$ cat src/rtl/sram_arbiter.sv
// Two-port arbiter in front of a single-port SRAM block with a registered
// read output. Port 0 (display scan-out) has default priority; port 1 (image
// update) is guaranteed service after MAX_WAIT consecutive denied cycles.
module sram_arbiter #(
  parameter int DATA_WIDTH = 8,
  parameter int ADDR_WIDTH = 16,
  parameter int MAX_WAIT   = 4
) (
  input  logic                  clk,
  input  logic                  reset_n,
  // port 0: read-only
  input  logic                  r0_req,
  input  logic [ADDR_WIDTH-1:0] r0_addr,
  output logic                  r0_gnt,
  output logic                  r0_rvalid,
  output logic [DATA_WIDTH-1:0] r0_rdata,
  // port 1: read/write
  input  logic                  r1_req,
  input  logic                  r1_we,
  input  logic [ADDR_WIDTH-1:0] r1_addr,
  input  logic [DATA_WIDTH-1:0] r1_wdata,
  output logic                  r1_gnt,
  output logic                  r1_rvalid,
  output logic [DATA_WIDTH-1:0] r1_rdata,
  // SRAM side
  output logic                  sram_en,
  output logic                  sram_we,
  output logic [ADDR_WIDTH-1:0] sram_addr,
  output logic [DATA_WIDTH-1:0] sram_wdata,
  input  logic [DATA_WIDTH-1:0] sram_rdata
);

  localparam logic [3:0] MAX_WAIT_C = 4'(MAX_WAIT);

  // Owner of the read data arriving from the SRAM in the current cycle.
  typedef enum logic [1:0] {
    OWN_NONE = 2'd0,
    OWN_P0   = 2'd1,
    OWN_P1   = 2'd2
  } owner_e;

  logic [3:0] wait_cnt_q, wait_cnt_d;
  owner_e     rd_owner_q, rd_owner_d;
  logic       force_p1;

  // Grant decision: port 1 wins only when port 0 is idle or port 1 has
  // starved for MAX_WAIT cycles; reset masks both grants immediately.
  always_comb begin
    force_p1 = r1_req && (wait_cnt_q == MAX_WAIT_C);
    r1_gnt   = reset_n && r1_req && (force_p1 || !r0_req);
    r0_gnt   = reset_n && r0_req && !r1_gnt;
  end

  // SRAM command mux driven by whichever port holds the grant.
  always_comb begin
    sram_en    = 1'b0;
    sram_we    = 1'b0;
    sram_addr  = '0;
    sram_wdata = '0;
    if (r0_gnt) begin
      sram_en   = 1'b1;
      sram_addr = r0_addr;
    end else if (r1_gnt) begin
      sram_en    = 1'b1;
      sram_we    = r1_we;
      sram_addr  = r1_addr;
      sram_wdata = r1_wdata;
    end
  end

  // Next-state for the starvation counter and the read-data owner.
  always_comb begin
    wait_cnt_d = wait_cnt_q;
    if (!r1_req || r1_gnt) begin
      wait_cnt_d = '0;
    end else if (wait_cnt_q < MAX_WAIT_C) begin
      wait_cnt_d = wait_cnt_q + 4'd1;
    end

    rd_owner_d = OWN_NONE;
    if (r0_gnt) begin
      rd_owner_d = OWN_P0;
    end else if (r1_gnt && !r1_we) begin
      rd_owner_d = OWN_P1;
    end
  end

  // State registers with synchronous active-low reset.
  always_ff @(posedge clk) begin
    if (!reset_n) begin
      wait_cnt_q <= '0;
      rd_owner_q <= OWN_NONE;
    end else begin
      wait_cnt_q <= wait_cnt_d;
      rd_owner_q <= rd_owner_d;
    end
  end

  // rvalid is gated by reset so a read in flight when reset asserts is dropped.
  always_comb begin
    r0_rvalid = reset_n && (rd_owner_q == OWN_P0);
    r1_rvalid = reset_n && (rd_owner_q == OWN_P1);
    r0_rdata  = sram_rdata;
    r1_rdata  = sram_rdata;
  end

endmodule

$ cat config.mk
export PLATFORM = sky130hd
export DESIGN_NAME = sram_arbiter
export DESIGN_NICKNAME = d
export VERILOG_FILES = /design/src/rtl/sram_arbiter.sv
export SDC_FILE = /design/constraint.sdc
export NUM_CORES = 1
export LEC_CHECK = 0
export ABC_AREA = 1
export BUFFER_PORTS_ARGS = -buffer_cell sky130_fd_sc_hd__clkbuf_2
export CAP_MARGIN = 20
export CORE_ASPECT_RATIO = 2
export CORE_MARGIN = 3
export CORE_UTILIZATION = 25
export CTS_BUF_LIST = sky130_fd_sc_hd__clkbuf_8
export CTS_CLUSTER_SIZE = 28
export DETAILED_ROUTE_END_ITERATION = 10
export GPL_TIMING_DRIVEN = 1
export PLACE_DENSITY = 0.67
export SLEW_MARGIN = 20
export SYNTH_ARGS = -nofsm -noshare
export SYNTH_HDL_FRONTEND = slang
export SYNTH_SLANG_ARGS = --single-unit
$ cat constraint.sdc
create_clock -name clk -period 2.7 [get_ports clk]
set_clock_uncertainty 0.05 [all_clocks]
set_input_delay 0.54 -clock clk [delete_from_list [all_inputs] [get_ports clk]]
set_output_delay 0.54 -clock clk [all_outputs]
set_load 0.005 [all_outputs]
Yosys cells after proc, flatten, opt, wreduce, memory -nomap -nowiden
Index checks and enable logic that the tools add are counted.
{"block": "word_totals", "out_inout_bits": 46, "register_bits": 6, "in_bits": 53, "word_cells": 35}
{"block": "op_classes", "n_eq_ne": 3, "mux": 10, "bitwise_logic": 1, "add_sub_neg": 1, "n_reduce_logical": 16, "magnitude_cmp": 1}
{"operator": "$mux W16", "n": 2}
{"operator": "$mux W8", "n": 2}
{"operator": "$logic_and A1 B1 Y1", "n": 8}
{"operator": "$mux W1", "n": 5}
{"operator": "$add A4 B1 Y4 const B", "n": 1}
{"operator": "$eq A4 B3 Y1 const B", "n": 1}
{"operator": "$logic_not A1 Y1", "n": 4}
{"operator": "$lt A4 B3 Y1 const B", "n": 1}
{"operator": "$reduce_or A2 Y1", "n": 2}
{"operator": "$eq A2 B1 Y1 const B", "n": 1}
{"operator": "$eq A2 B2 Y1 const B", "n": 1}
{"operator": "$logic_or A1 B1 Y1", "n": 2}
{"operator": "$mux W2", "n": 1}
{"operator": "$not A1 Y1", "n": 1}

Depth between registers and ports, before layout
{"block": "depth", "ltp_word": 7, "mapped_depth": 8, "ltp_nobuf": 7}

Worst setup path after synthesis
No wires, ideal clock.
{"block": "synth_timing", "path_type": "reg2out", "from": "register wait_cnt_q[0]", "to": "output sram_addr[10]", "path_slack_ns": 1.011, "stages_incl_launch_ff": 9, "t_arrival_ns": 1.099, "required_ns": 2.110, "path_buffers": 1, "cell_sequence": "dfxtp_1 -> inv_1 -> ha_1 -> nand3_2 -> nand2_4 -> nand2_4 -> buf_8 -> nand3_2 -> nand2_1"}
{"block": "synth_between", "elab_chain_len": 7, "elab_cells_between_ends": 8, "classes_between": "eq/ne: 1; mux: 2; reduce/logical: 5"}
{"element": "start: declaration", "line": "42", "text": "logic [3:0] wait_cnt_q, wait_cnt_d;"}
{"element": "start signal: assignment", "line": "94", "text": "wait_cnt_q <= wait_cnt_d;"}
{"element": "$eq A4 B3 Y1 (*)", "line": "49", "text": "force_p1 = r1_req && (wait_cnt_q == MAX_WAIT_C);"}
{"element": "$logic_and A1 B1 Y1 (*)", "line": "49"}
{"element": "$logic_or A1 B1 Y1 (*)", "line": "50", "text": "r1_gnt = reset_n && r1_req && (force_p1 || !r0_req);"}
{"element": "$logic_and A1 B1 Y1 (*)", "line": "50"}
{"element": "$logic_not A1 Y1", "line": "51", "text": "r0_gnt = reset_n && r0_req && !r1_gnt;"}
{"element": "$logic_and A1 B1 Y1", "line": "51"}
{"element": "$mux W16 (*)", "line": "60", "text": "if (r0_gnt) begin"}
{"element": "end: declaration", "line": "28", "text": "output logic [ADDR_WIDTH-1:0] sram_addr,"}
Mark *: on every way between the ends. The rest lies on a longest branch, timed or not.

Worst setup path after layout
{"block": "layout_timing", "from": "register wait_cnt_q[0]", "to": "output r0_gnt"}
{"block": "layout_between", "elab_chain_len": 6}
{"element": "$eq A4 B3 Y1", "line": "49"}
{"element": "$logic_and A1 B1 Y1", "line": "49"}
{"element": "$logic_or A1 B1 Y1", "line": "50"}
{"element": "$logic_and A1 B1 Y1", "line": "50"}
{"element": "$logic_not A1 Y1", "line": "51"}
{"element": "$logic_and A1 B1 Y1", "line": "51"}
{"element": "end: declaration", "line": "14", "text": "output logic r0_gnt,"}
Every way passes these cells.

==> results.yml <==
detailed_routing:
  wirelength_met1_um: 715
  drt_wl_total_mm: 2.20
  drt-wirelength-per-cell_um: 10.5
  topRoutingLayerUsed: "met4"
  drt_iter0_markers: 18
  wl_met3_um: 336
  number_of_vias_in_the_routed_layout: 930
  drcViolationCount: 0
  drt.antenna.violating_nets: 0
  via_per_inst: 4.43
  wl_met2_mm: 1.10
  detailedRoute.firstPassIterationCount: 4
synthesis:
  synth_nets: 179
  synth_seq_cells: 6
  yosysWarnings: 0
  syn_area_per_cell_um2: 6.45
  post_synth_num_cell_types: 17
  synth_area_um2: 800
  synthesis.instances: 124
  seq_area_frac_synth_pct: 15.0
sta:
  timing.setup.tns_ns: 0
  report.final.hold_viol_count: 0
  max-slew-margin-rel_pct: 77.9
  period_share_pct: 83.6
  slew_viol_final: 0
  worst_slack_ns: 0.444
  worst-slew-pin-transition_ns: 0.332
  rsz0062_at_grt: "no"
  report.final.setup_viol: 0
  achievable-frequency_mhz: 443
  period_needed_ns: 2.26
  holdWs_ns: 0.412
global_routing:
  grt.total_usage_pct: 11.5
  overflow: 0
  antenna_found_initial: 0
  largest_net_degree_at_the_start_of_global_routing: 28
  grt_pass1_wl_mm: 3.46
  number_of_global_route_vias_before_repair: 873
layout:
  layout.cells.most_common_list: "74 x sky130_fd_sc_hd__clkbuf_2, 23 x sky130_fd_sc_hd__nand3_1, 21 x sky130_fd_sc_hd__nand2_1"
  mostFrequentLayoutCell: "sky130_fd_sc_hd__clkbuf_2"
  layout-drive-gt1-share_pct: 51.7
  final_core_utilization_pct: 35.7
  final_net_count: 237
  antenna-diode-count: 0
  syn_to_final_growth_pct: 34.4
hold_path:
  min_delay_worst_type: "reg2reg"
  hold_path_startpoint: "wait_cnt_q[3]"
clock_tree:
  clk_pin_slew_worst_paths_ns: 0.04
  post_cts_buffers: 0
  insertion_delay_ns: 0.22
  clockRootBuffer: "sky130_fd_sc_hd__clkbuf_8"
  clkSinkCount: 6
  cts-htree-levels: 1
  cts.repair.resized: 0
  cts_buffers: 3
  cts_tree: "yes"
  clk_path_buf_depth: 2
  cts_hold_buffers: 0
die:
  die-height_um: 86.0
  dieWidth_um: 46.0
  num_rows: 28
  ios: 99
  initial_utilization_pct: 26.5
  dieArea_um2: 3950
  core_area_um2: 3010
critical_path:
  maximum_fanout_along_the_worst_path: 27
  crit_start: "wait_cnt_q[0]"
  startpoint_of_the_worst_register_to_register_path: "wait_cnt_q[0]"
  timing.critical_path.to_type: "primary output"
  timing.critical_path.from_type: "flip-flop"
  worst-setup-path-type: "reg2out"
  arrival_ns: 1.67
  crit_required_ns: 2.11
placed_design:
  place.port_buffers: 74
  place_hpwl_mm: 1.89
  globalplace.congestion: 0.678
  place_ws_ns: 0.615
power:
  power-per-cell-area_nw_per_um2: 308
  vdd.ir_drop.worst_mv: 0.198
  leakage_nw: 0.684
job:
  cap_viol_max_count: 0
outcome:
  status: "complete, no violations"
## through the flow
stage / cell area, µm² / std cells / power (mW)
detailed placement: 1030 / 207 / 0.200
global route: 1070 / 210 / 0.356
global placement: 1030 / 207 / 0.199
CTS: 1070 / 210 / 0.339
finish: 1070 / 210 / 0.331
floorplan: 800 / 124 / 0.166
## layer usage
layer / vias to the layer above / global-route usage, %
met5: - / 0
met4: 0 / 6.22
met3: 11 / 3.15
met2: 58 / 22.0
met1: 374 / 9.36
li1: 487 / -
## registers in the layout, summed over array words and instances (netlist names)
register,flops
wait_cnt_q,4
rd_owner_q,2
## area by class of cell
type                            instances  area [µm²]
Inverter                               15        60.1
Fill cell                             354        1940
Multi-Input combinational cell         82         445
Timing Repair Buffer                   74         370
Tap cell                               30        37.5
Clock buffer                            3        41.3
Sequential cell                         6         120
## cells in the mapped netlist (all sizes together)
cell type  count  area, µm²
inv           14       55.1
nand3         34        225
nand2         23        101
ha             2       25.0
clkinv         1       5.00
dfxtp          6        120
nor2          20       75.1
a21oi          2       10.0
buf           21        174
xor2           1       8.76
## final timing paths
kind	to	slack, ns	cells past startpoint
max reg2reg	rd_owner_q[0]	1.26	7
min	wait_cnt_q[3]	0.41	2
min reg2reg	wait_cnt_q[3]	0.41	2
max	r0_gnt	0.44	8
## cells by family after synthesis
kind of cell / after synthesis / synth area share (%)
XOR/XNOR: 1 / 1.10
AND/OR/NAND/NOR: 77 / 50.2
AO/OA/AOI/OAI: 2 / 1.25
adder cells (fa/ha/maj): 2 / 3.13
flip-flops: 6 / 15.0
buffers and inverters: 36 / 29.3
## critical path, cell delays in order, from the launching register on
cell and delay (ns):
sky130_fd_sc_hd__dfxtp_1 0.32, sky130_fd_sc_hd__inv_1 0.06, sky130_fd_sc_hd__ha_1 0.20, sky130_fd_sc_hd__nand3_2 0.10
sky130_fd_sc_hd__nand2_4 0.13, sky130_fd_sc_hd__nand2_4 0.30, sky130_fd_sc_hd__inv_1 0.12, sky130_fd_sc_hd__nor2_1 0.10
sky130_fd_sc_hd__clkbuf_2 0.11
## power breakdown
group	switching, mW	internal, mW	leakage, nW
clock	0.0378	0.0957	0.0216
combinational	0.0537	0.0512	0.614
sequential	0.000970	0.0912	0.0488
(Power assumes the default switching activity.)
